`src/rtl/frogger_pkg.sv`:
```
// Shared constants and types for the Frogger gameplay core: tile widths,
// per-car lane table and the frog state encoding.
package frogger_pkg;

    localparam int NUM_CARS = 8;
    localparam int X_W      = 5;
    localparam int Y_W      = 4;
    localparam int LEVEL_W  = 7;

    // Per-car lane table, index 0..NUM_CARS-1
    localparam int LANE_ROW    [NUM_CARS] = '{12, 11, 10, 9, 8, 5, 4, 3};
    localparam int CAR_INIT_X  [NUM_CARS] = '{0, 19, 3, 4, 10, 4, 5, 6};
    localparam int DIR         [NUM_CARS] = '{1, 0, 1, 0, 1, 0, 1, 0};
    localparam int BASE_PERIOD [NUM_CARS] = '{6, 4, 5, 7, 3, 4, 6, 5};

    typedef enum logic [1:0] {
        ST_PLAY,
        ST_HIT,
        ST_GOAL
    } frog_state_t;

    // Cars speed up with level but never faster than one column per tick.
    function automatic logic [LEVEL_W-1:0] car_period(input int base,
                                                      input logic [LEVEL_W-1:0] level);
        int diff;
        diff = base - int'(level);
        if (diff < 1) begin
            return LEVEL_W'(1);
        end
        return LEVEL_W'(diff);
    endfunction

endpackage

```
`src/rtl/frogger_car_lane.sv`:
```
// One car moving along a fixed lane; steps one column every period ticks,
// where the period shrinks as the level rises.
module car_lane
    import frogger_pkg::*;
#(
    parameter int INIT_X      = 0,
    parameter int DIR         = 1,
    parameter int BASE_PERIOD = 6,
    parameter int GAME_WIDTH  = 20
) (
    input  logic               i_Clk,
    input  logic               i_Rst,
    input  logic               tick,
    input  logic [LEVEL_W-1:0] level,
    output logic [X_W-1:0]     x
);

    localparam logic [X_W-1:0] X_MAX  = X_W'(GAME_WIDTH - 1);
    localparam logic [X_W-1:0] X_INIT = X_W'(INIT_X);

    logic [LEVEL_W-1:0] cnt_reg, cnt_next;
    logic [X_W-1:0]     x_reg, x_next;
    logic [LEVEL_W-1:0] period;

    always_comb begin
        period   = car_period(BASE_PERIOD, level);
        cnt_next = cnt_reg;
        x_next   = x_reg;
        if (tick) begin
            // >= so a counter stranded above a freshly shortened period still fires
            if (cnt_reg >= period - 1'b1) begin
                cnt_next = '0;
                if (DIR != 0) begin
                    x_next = (x_reg == X_MAX) ? '0 : x_reg + 1'b1;
                end else begin
                    x_next = (x_reg == '0) ? X_MAX : x_reg - 1'b1;
                end
            end else begin
                cnt_next = cnt_reg + 1'b1;
            end
        end
    end

    always_ff @(posedge i_Clk or posedge i_Rst) begin
        if (i_Rst) begin
            cnt_reg <= '0;
            x_reg   <= X_INIT;
        end else begin
            cnt_reg <= cnt_next;
            x_reg   <= x_next;
        end
    end

    assign x = x_reg;

endmodule

```
`src/rtl/frogger_play_engine.sv`:
```
// Frogger gameplay core: game tick, button-driven frog, car lanes,
// collision detection and level progression.
module frogger_play_engine
    import frogger_pkg::*;
#(
    parameter int GAME_WIDTH  = 20,
    parameter int GAME_HEIGHT = 15,
    parameter int TICK_DIV    = 2500000,
    parameter int MAX_LEVEL   = 99
) (
    input  logic                    i_Clk,
    input  logic                    i_Rst,
    input  logic                    i_Up_Mvt,
    input  logic                    i_Down_Mvt,
    input  logic                    i_Left_Mvt,
    input  logic                    i_Right_Mvt,
    output logic [X_W-1:0]          o_Frogger_X,
    output logic [Y_W-1:0]          o_Frogger_Y,
    output logic [NUM_CARS*X_W-1:0] o_Car_X,
    output logic                    o_Collided,
    output logic [LEVEL_W-1:0]      o_Level
);

    localparam int              TICK_W  = (TICK_DIV > 1) ? $clog2(TICK_DIV) : 1;
    localparam logic [X_W-1:0]  START_X = X_W'(GAME_WIDTH / 2);
    localparam logic [Y_W-1:0]  START_Y = Y_W'(GAME_HEIGHT - 1);
    localparam logic [X_W-1:0]  X_MAX   = X_W'(GAME_WIDTH - 1);
    localparam logic [Y_W-1:0]  Y_MAX   = Y_W'(GAME_HEIGHT - 1);
    localparam logic [LEVEL_W-1:0] LEVEL_MAX = LEVEL_W'(MAX_LEVEL);

    // Game tick: a one-cycle enable, not a clock
    logic [TICK_W-1:0] tick_cnt_reg;
    logic              tick;

    assign tick = (tick_cnt_reg == TICK_W'(TICK_DIV - 1));

    always_ff @(posedge i_Clk or posedge i_Rst) begin
        if (i_Rst) begin
            tick_cnt_reg <= '0;
        end else if (tick) begin
            tick_cnt_reg <= '0;
        end else begin
            tick_cnt_reg <= tick_cnt_reg + 1'b1;
        end
    end

    logic [X_W-1:0]      frog_x_reg, frog_x_next;
    logic [Y_W-1:0]      frog_y_reg, frog_y_next;
    logic [LEVEL_W-1:0]  level_reg, level_next;
    frog_state_t         state_reg, state_next;
    logic [3:0]          btn_now, btn_prev_reg, btn_rise;
    logic [X_W-1:0]      car_x [NUM_CARS];
    logic [NUM_CARS-1:0] hit_vec;
    logic                collide;

    generate
        for (genvar gi = 0; gi < NUM_CARS; gi++) begin : g_car
            car_lane #(
                .INIT_X      (CAR_INIT_X[gi]),
                .DIR         (DIR[gi]),
                .BASE_PERIOD (BASE_PERIOD[gi]),
                .GAME_WIDTH  (GAME_WIDTH)
            ) u_car (
                .i_Clk (i_Clk),
                .i_Rst (i_Rst),
                .tick  (tick),
                .level (level_reg),
                .x     (car_x[gi])
            );
            assign o_Car_X[gi*X_W +: X_W] = car_x[gi];
            assign hit_vec[gi] = (frog_x_reg == car_x[gi]) &&
                                 (frog_y_reg == Y_W'(LANE_ROW[gi]));
        end
    endgenerate

    assign collide  = |hit_vec;
    assign btn_now  = {i_Up_Mvt, i_Down_Mvt, i_Left_Mvt, i_Right_Mvt};
    assign btn_rise = btn_now & ~btn_prev_reg;

    // The highest-priority edge claims the cycle even when its move is clamped.
    always_comb begin
        state_next  = ST_PLAY;
        frog_x_next = frog_x_reg;
        frog_y_next = frog_y_reg;
        level_next  = level_reg;
        if (collide) begin
            state_next  = ST_HIT;
            frog_x_next = START_X;
            frog_y_next = START_Y;
        end else if (frog_y_reg == '0) begin
            state_next  = ST_GOAL;
            frog_x_next = START_X;
            frog_y_next = START_Y;
            level_next  = (level_reg >= LEVEL_MAX) ? level_reg : level_reg + 1'b1;
        end else if (btn_rise[3]) begin
            frog_y_next = frog_y_reg - 1'b1;
        end else if (btn_rise[2]) begin
            if (frog_y_reg != Y_MAX) frog_y_next = frog_y_reg + 1'b1;
        end else if (btn_rise[1]) begin
            if (frog_x_reg != '0) frog_x_next = frog_x_reg - 1'b1;
        end else if (btn_rise[0]) begin
            if (frog_x_reg != X_MAX) frog_x_next = frog_x_reg + 1'b1;
        end
    end

    always_ff @(posedge i_Clk or posedge i_Rst) begin
        if (i_Rst) begin
            state_reg    <= ST_PLAY;
            frog_x_reg   <= START_X;
            frog_y_reg   <= START_Y;
            level_reg    <= '0;
            btn_prev_reg <= '0;
        end else begin
            state_reg    <= state_next;
            frog_x_reg   <= frog_x_next;
            frog_y_reg   <= frog_y_next;
            level_reg    <= level_next;
            btn_prev_reg <= btn_now;
        end
    end

    assign o_Frogger_X = frog_x_reg;
    assign o_Frogger_Y = frog_y_reg;
    assign o_Level     = level_reg;
    assign o_Collided  = (state_reg == ST_HIT);

endmodule

```
`config.mk`:
```
export PLATFORM = sky130hd
export DESIGN_NAME = frogger_play_engine
export DESIGN_NICKNAME = d
export VERILOG_FILES = /design/src/rtl/frogger_pkg.sv /design/src/rtl/frogger_car_lane.sv /design/src/rtl/frogger_play_engine.sv
export SDC_FILE = /design/constraint.sdc
export NUM_CORES = 1
export LEC_CHECK = 0
export ABC_AREA = 1
export CAP_MARGIN = 20
export CORE_MARGIN = 2
export CORE_UTILIZATION = 55
export CTS_CLUSTER_SIZE = 16
export DETAILED_ROUTE_END_ITERATION = 10
export PLACE_DENSITY = 0.74
export SLEW_MARGIN = 10
export SYNTH_ARGS = -nofsm -noshare
export SYNTH_HDL_FRONTEND = slang
export SYNTH_HIERARCHICAL = 1
export SYNTH_SLANG_ARGS = --single-unit
```
`constraint.sdc`:
```
create_clock -name i_Clk -period 9.7 [get_ports i_Clk]
set_input_delay 2.425 -clock i_Clk [delete_from_list [all_inputs] [get_ports i_Clk]]
set_output_delay 2.425 -clock i_Clk [all_outputs]
set_load 0.02 [all_outputs]
```
==> results_dict.tcl, run 1 <==
set metrics [dict create \
    hold_path.class "reg -> reg" \
    fin_skew_ns 0.01101 \
    holdBufCountCts 0 \
    num_rows 53 \
    worstSetupStartpointType "register" \
    cp_data_arrival_time_ns 2.05 \
    timing.fmax_mhz 223.5 \
    stdcell_count 2003 \
    cts_buffer_depth 2 \
    holdPathStages 1 \
    worstPathBufferInverterCount 1 \
    cts.clk_slew.worst_paths_ns 0.07 \
    endpoint_kind "output port" \
    global_route.usage.total_pct 24.20 \
    ff_to_ff_path_depth 11 \
    grt_max_degree 71 \
    tritoncts.num_buffers 17 \
    detailedRoute.firstPassIterationCount 5 \
    crit_path_top_delay_cell "sky130_fd_sc_hd__dfrtp_1" \
    grt_antenna_before_repair 0 \
    final_period_demand_of_the_worst_path_ns 4.474 \
    worstMarginPinSlew_ns 0.8796 \
    finalCritPeriodShare_pct 46.12 \
    grt_busiest_layer "met2" \
    status "completed" \
    vias 10290 \
    die_y_um 149.8 \
    hold_ws_ns 0.4933 \
    cts_tree "done" \
    postRouteWirelength_um 26110 \
    grt_use_met2_pct 40.43 \
    critical_path_class "reg -> out" \
    global_route_wire_length_before_repair_um 44000 \
    hold_start "tick_cnt_reg[20]" \
    hold_viol 0 \
    place_hpwl_um 19100 \
    netlist_instances 1647 \
    slew_viol_final 0 \
    antenna-diode-count 0 \
    core_region_area_sq_um 20960 \
    ios 63 \
    use_met1_pct 31.85 \
    critical_path_peak_fanout 15 \
    peakVddDrop_mv 0.1465 \
    timing.critical_path.required_ns 7.28 \
    number_of_design_rule_violations_left_after_detail_routing 0 \
    reg2reg_slack_ns 6.06 \
    total_power_mw 3.432 \
    clock_insertion_delay_worst_skew_ns 0.43 \
    syn2layout_area_growth_pct 12.59 \
    drtIter0Drc 509 \
    timing.rr.end "g_car[7].u_car/cnt_reg[5]" \
    cts-resized-gates 0 \
    post_route_cells_drive_above_1_share_pct 11.81 \
    grt_overflow_total 0 \
    worst_slew_margin_rel_pct 41.36 \
    initial_utilization_pct 55.82 \
    post_synthesis_register_bit_count 140 \
    routedWlPerCell_um 13.03 \
    largest_reg_flops 56 \
    critPathMaxStageDelay_ns 0.83 \
    via_count_of_the_first_global_routing_pass 9341 \
    total_negative_setup_slacks_ns 0 \
    rr_startpoint "tick_cnt_reg[0]" \
    die_w_um 149.8 \
    deepest_level_of_the_cts_h_tree 4 \
    critical_path_cell_count 1 \
    crit_path_leading_delay_family "flip-flops" \
    netlist_area_sq_um 11700 \
    part_of_the_yosys_area_used_for_sequential_elements_pct 30.14 \
    path_cells "clkdlybuf4s50_1" \
    floorplan.die_area_sq_um 22450 \
    cts_num_sinks 140 \
    number_of_placed_instances_taps_included 1971 \
    max_cap_violations 0 \
    worstHoldEndpoint "tick_cnt_reg[20]" \
    synthesis.yosys.warnings 6 \
    gp_congestion 0.8426 \
    cellLeakagePower_nw 6.819 \
    final_cell_mix "507 x sky130_fd_sc_hd__nand2_1, 225 x sky130_fd_sc_hd__inv_1, 153 x sky130_fd_sc_hd__nor2_1" \
    avgSynthCellArea_sq_um 7.102 \
    grt_setup_unrepaired "false" \
    gr-usage-met3_pct 3.780 \
    clockRootBuffer "sky130_fd_sc_hd__clkbuf_16" \
    setup_viol 0 \
    post-cts-setup-buffer-count 0 \
    power.density_nw_per_um2 260.6 \
    antenna_violating_nets_post_route 0 \
    synth.distinct_cells 49 \
    io_buffers 62 \
    final_net_count 1822 \
    mostFrequentLayoutCell "sky130_fd_sc_hd__nand2_1" \
    routed_via_density 5.139 \
]
-- cells by family after synthesis --
| family | Yosys count | share of synthesized area (%) |
|---|---|---|
| AO/OA/AOI/OAI | 93 | 4.696 |
| buffers and inverters | 277 | 10.08 |
| AND/OR/NAND/NOR | 957 | 38.37 |
| adder cells (fa/ha/maj) | 101 | 10.93 |
| other | 3 | 0.09626 |
| XOR/XNOR | 76 | 5.690 |
| flip-flops | 140 | 30.14 |
-- Yosys cell counts (all sizes together) --
| cell type | number | area, sq um |
|---|---|---|
| nand2 | 532 | 2085 |
| inv | 253 | 969.7 |
| nor2 | 186 | 820.8 |
| nand3 | 125 | 778.2 |
| dfrtp | 122 | 3053 |
| ha | 99 | 1239 |
| a21oi | 58 | 339.1 |
| xor2 | 53 | 464.2 |
| nand4 | 50 | 325.3 |
| nor3 | 30 | 227.7 |
| o21ai | 27 | 150.1 |
| xnor2 | 23 | 201.4 |
| buf | 21 | 195.2 |
| dfstp | 18 | 473.0 |
| nand3b | 17 | 140.1 |
| or2 | 15 | 96.34 |
| a21boi | 3 | 22.52 |
| conb | 3 | 11.26 |
| a21o | 2 | 15.01 |
| clkinv | 2 | 10.01 |
| fa | 2 | 40.04 |
| a31oi | 1 | 6.260 |
| and2 | 1 | 8.760 |
| and3 | 1 | 6.260 |
| clkbuf | 1 | 3.750 |
| o2111ai | 1 | 8.760 |
| o21bai | 1 | 7.510 |
-- per-layer routing --
metal / vias up / part of all wire (%)
met2: 196 / 47
met1: 4716 / 46
met3: 51 / 4.1
li1: 5331 / -
met4: 0 / 2.9
met5: - / 0
-- power by group --
part	total (mW)	switching, mW	leakage [nW]	internal, mW
Clock	0.715	0.272	0.314	0.443
Sequential	0.693	0.0710	1.74	0.622
Combinational	2.02	1.28	4.76	0.742
-- metrics by stage --
| step | instance area [sq um] | utilization [%] | worst slack, ns |
|---|---|---|---|
| floorplan | 11710 | - | 6.031 |
| global placement | 12530 | 59.77 | 5.384 |
| detailed placement | 12530 | 59.77 | 5.320 |
| CTS | 13170 | 62.85 | 5.243 |
| global route | 13170 | 62.85 | 5.152 |
| finish | 13170 | 62.85 | 5.226 |
-- layout make-up --
class	count	area, sq um
clock inverters	14	205.2
repair buffers	69	673.1
clock buffers	18	439.2
multi-input cells	1232	7000
well taps	275	344.1
flip-flops and latches	140	3526
inverters	255	982.2
fillers	1914	7785
-- worst max path at each step --
stage	startpoint	endpoint
2_1_floorplan	i_Left_Mvt	o_Frogger_X[4]
3_3_place_gp	i_Left_Mvt	o_Frogger_X[4]
3_5_place_dp	i_Left_Mvt	o_Frogger_X[4]
4_1_cts	o_Frogger_X[0]	o_Frogger_X[0]
5_1_grt	o_Frogger_X[0]	o_Frogger_X[0]
6_report	o_Frogger_X[0]	o_Frogger_X[0]
Note: power is estimated with default switching activity, not from simulation.
==> run 2, diff against run 1 <==
--- a/config.mk
+++ b/config.mk
@@ -11,7 +11,7 @@
 export CORE_UTILIZATION = 55
 export CTS_CLUSTER_SIZE = 16
 export DETAILED_ROUTE_END_ITERATION = 10
-export PLACE_DENSITY = 0.74
+export PLACE_DENSITY = 0.77
 export SLEW_MARGIN = 10
 export SYNTH_ARGS = -nofsm -noshare
 export SYNTH_HDL_FRONTEND = slang
==> constraint.sdc (replaced) <==
create_clock -name i_Clk -period 4.1 [get_ports i_Clk]
set_input_delay 1.025 -clock i_Clk [delete_from_list [all_inputs] [get_ports i_Clk]]
set_output_delay 1.025 -clock i_Clk [all_outputs]
set_load 0.02 [all_outputs]
==> run 2 against run 1 <==
  * Clock-buffer cell count up 3
  * Global-route usage rose by 1.0 points
  * Utilization shrank 0.29 points
  * Critical path depth is 22 higher
  * Highest routed layer unchanged
==> results_dict.tcl, run 2 (synthesis results as in run 1) <==
set metrics [dict create \
    status "completed" \
    timing.critical_path.required_ns 4.46 \
    global_route.usage.total_pct 25.21 \
    fin_skew_ns 0.009677 \
    num_rows 53 \
    worstMarginPinSlew_ns 0.7568 \
    number_of_placed_instances_taps_included 1976 \
    global_route_wire_length_before_repair_um 46090 \
    die_w_um 149.8 \
    slew_viol_final 0 \
    endpoint_kind "register" \
    mostFrequentLayoutCell "sky130_fd_sc_hd__nand2_1" \
    via_count_of_the_first_global_routing_pass 9951 \
    final_period_demand_of_the_worst_path_ns 3.350 \
    layout.filler_cells 1855 \
    reg2reg_slack_ns 0.75 \
    hold_path.class "reg -> reg" \
    number_of_design_rule_violations_left_after_detail_routing 0 \
    crit_path_top_delay_cell "sky130_fd_sc_hd__dfrtp_1" \
    holdBufCountCts 0 \
    io_buffers 62 \
    timing.fmax_mhz 298.5 \
    worstPathBufferInverterCount 6 \
    postRouteWirelength_um 27050 \
    cts.clk_slew.worst_paths_ns 0.06 \
    path_cells "buf_4 > inv_1 > ha_1 > inv_1 > nand2_1 > nand4_1 > nand2_1 > nor2_1 > nand2_1 > nand2_1 > nor2_1 > ha_1 > nand2_1 > nand2_1 > inv_1 > ha_1 > a21oi_1 > nand2_1 > inv_2 > nand3_4 > nand2_4 > inv_4 > nor2_1" \
    holdPathStages 2 \
    hold_viol 0 \
    route.met3.wl_um 990 \
    core_region_area_sq_um 20960 \
    rr_startpoint "o_Level[0]" \
    critical_path_cell_count 23 \
    worstSetupStartpointType "register" \
    vias 10430 \
    detailedRoute.firstPassIterationCount 5 \
    setup_viol 0 \
    cp_data_arrival_time_ns 3.71 \
    final_cell_mix "507 x sky130_fd_sc_hd__nand2_1, 225 x sky130_fd_sc_hd__inv_1, 153 x sky130_fd_sc_hd__nor2_1" \
    cpMostUsedCell "sky130_fd_sc_hd__nand2_1" \
    ios 63 \
    cts_buffer_depth 2 \
    cellLeakagePower_nw 6.787 \
    drtIter0Drc 494 \
    worst_setup_path_startpoint "o_Level[0]" \
    routedWlPerCell_um 13.48 \
    floorplan.die_area_sq_um 22450 \
    worst_slew_margin_rel_pct 49.39 \
    post_route_cells_drive_above_1_share_pct 11.84 \
    endpoint "g_car[1].u_car/cnt_reg[2]" \
    total_negative_setup_slacks_ns 0 \
    stdcell_count 2007 \
    grt_setup_unrepaired "false" \
    critPathMaxStageDelay_ns 0.38 \
    grt_max_degree 43 \
    final_net_count 1827 \
    cts_num_sinks 140 \
    deepest_level_of_the_cts_h_tree 4 \
    initial_utilization_pct 55.82 \
    gp_congestion 0.8799 \
    peakVddDrop_mv 0.3061 \
    ff_to_ff_path_depth 23 \
    critical_path_class "reg -> reg" \
    clock_insertion_delay_worst_skew_ns 0.43 \
    routed.top_layer "met4" \
    crit_path_leading_delay_family "simple AND/OR/NAND/NOR gates" \
    routed-wl-met2_um 12970 \
    power.density_nw_per_um2 605.6 \
    post-cts-setup-buffer-count 0 \
    place_hpwl_um 19900 \
    grt_antenna_before_repair 0 \
    grt_overflow_total 0 \
    critical_path_peak_fanout 15 \
    antenna_violating_nets_post_route 0 \
    die_y_um 149.8 \
    cts_tree "done" \
    tritoncts.num_buffers 17 \
    wirelength_met1_um 12500 \
    syn2layout_area_growth_pct 12.08 \
    cts-resized-gates 0 \
    timing.rr.end "g_car[1].u_car/cnt_reg[2]" \
    antenna-diode-count 0 \
    clockRootBuffer "sky130_fd_sc_hd__clkbuf_16" \
    routed_via_density 5.195 \
    max_cap_violations 0 \
    finalCritPeriodShare_pct 81.71 \
    largest_reg_flops 56 \
]
## run 2: through the flow
stage	worst slack [ns]	cell area, sq um	power, mW	util (%)	hold slack (ns)
global route	0.4199	13110	8.752	62.56	0.5197
CTS	0.8038	13110	7.958	62.56	0.4928
floorplan	0.6797	11710	5.493	-	0.4632
global placement	0.8869	12560	6.270	59.95	0.4798
finish	0.7501	13110	7.940	62.56	0.4909
detailed placement	0.8609	12560	6.413	59.95	0.4846
## run 2: tightest hold or removal path: cells and delay by family (launching register included)
kind | cells | cell delay [ns]
flops | 1 | 0.39
simple gates | 2 | 0.10
## run 2: worst min-delay path by stage
stage | from | slack, ns | to
floorplan | tick_cnt_reg[11] | 0.46 | tick_cnt_reg[11]
global route | g_car[1].u_car/x[1] | 0.52 | g_car[1].u_car/x[1]
detailed placement | g_car[1].u_car/x[1] | 0.48 | g_car[1].u_car/x[1]
global placement | tick_cnt_reg[11] | 0.48 | tick_cnt_reg[11]
CTS | g_car[1].u_car/x[1] | 0.49 | g_car[1].u_car/x[1]
finish | g_car[1].u_car/x[1] | 0.49 | g_car[1].u_car/x[1]
## run 2: where the power goes
part / switching (mW) / internal (mW)
logic: 3.02 / 1.77
clock network: 0.616 / 0.847
registers: 0.218 / 1.47
total: 3.85 / 4.09
## run 2: area by class of cell
class	count	area, sq um	area share, %
multi-input combinational	1232	7000	53.40
clock buffer	21	450.4	3.436
sequential	140	3526	26.89
timing repair buffer	74	710.7	5.421
tap	275	344.1	2.625
clock inverter	10	96.34	0.7349
inverter	255	982.2	7.492
## run 2: metal layers
layer	GRT usage [%]	up-vias
li1	-	5344
met1	33.06	4837
met2	42.28	198
met3	4.116	47
met4	8.632	0
met5	0	-
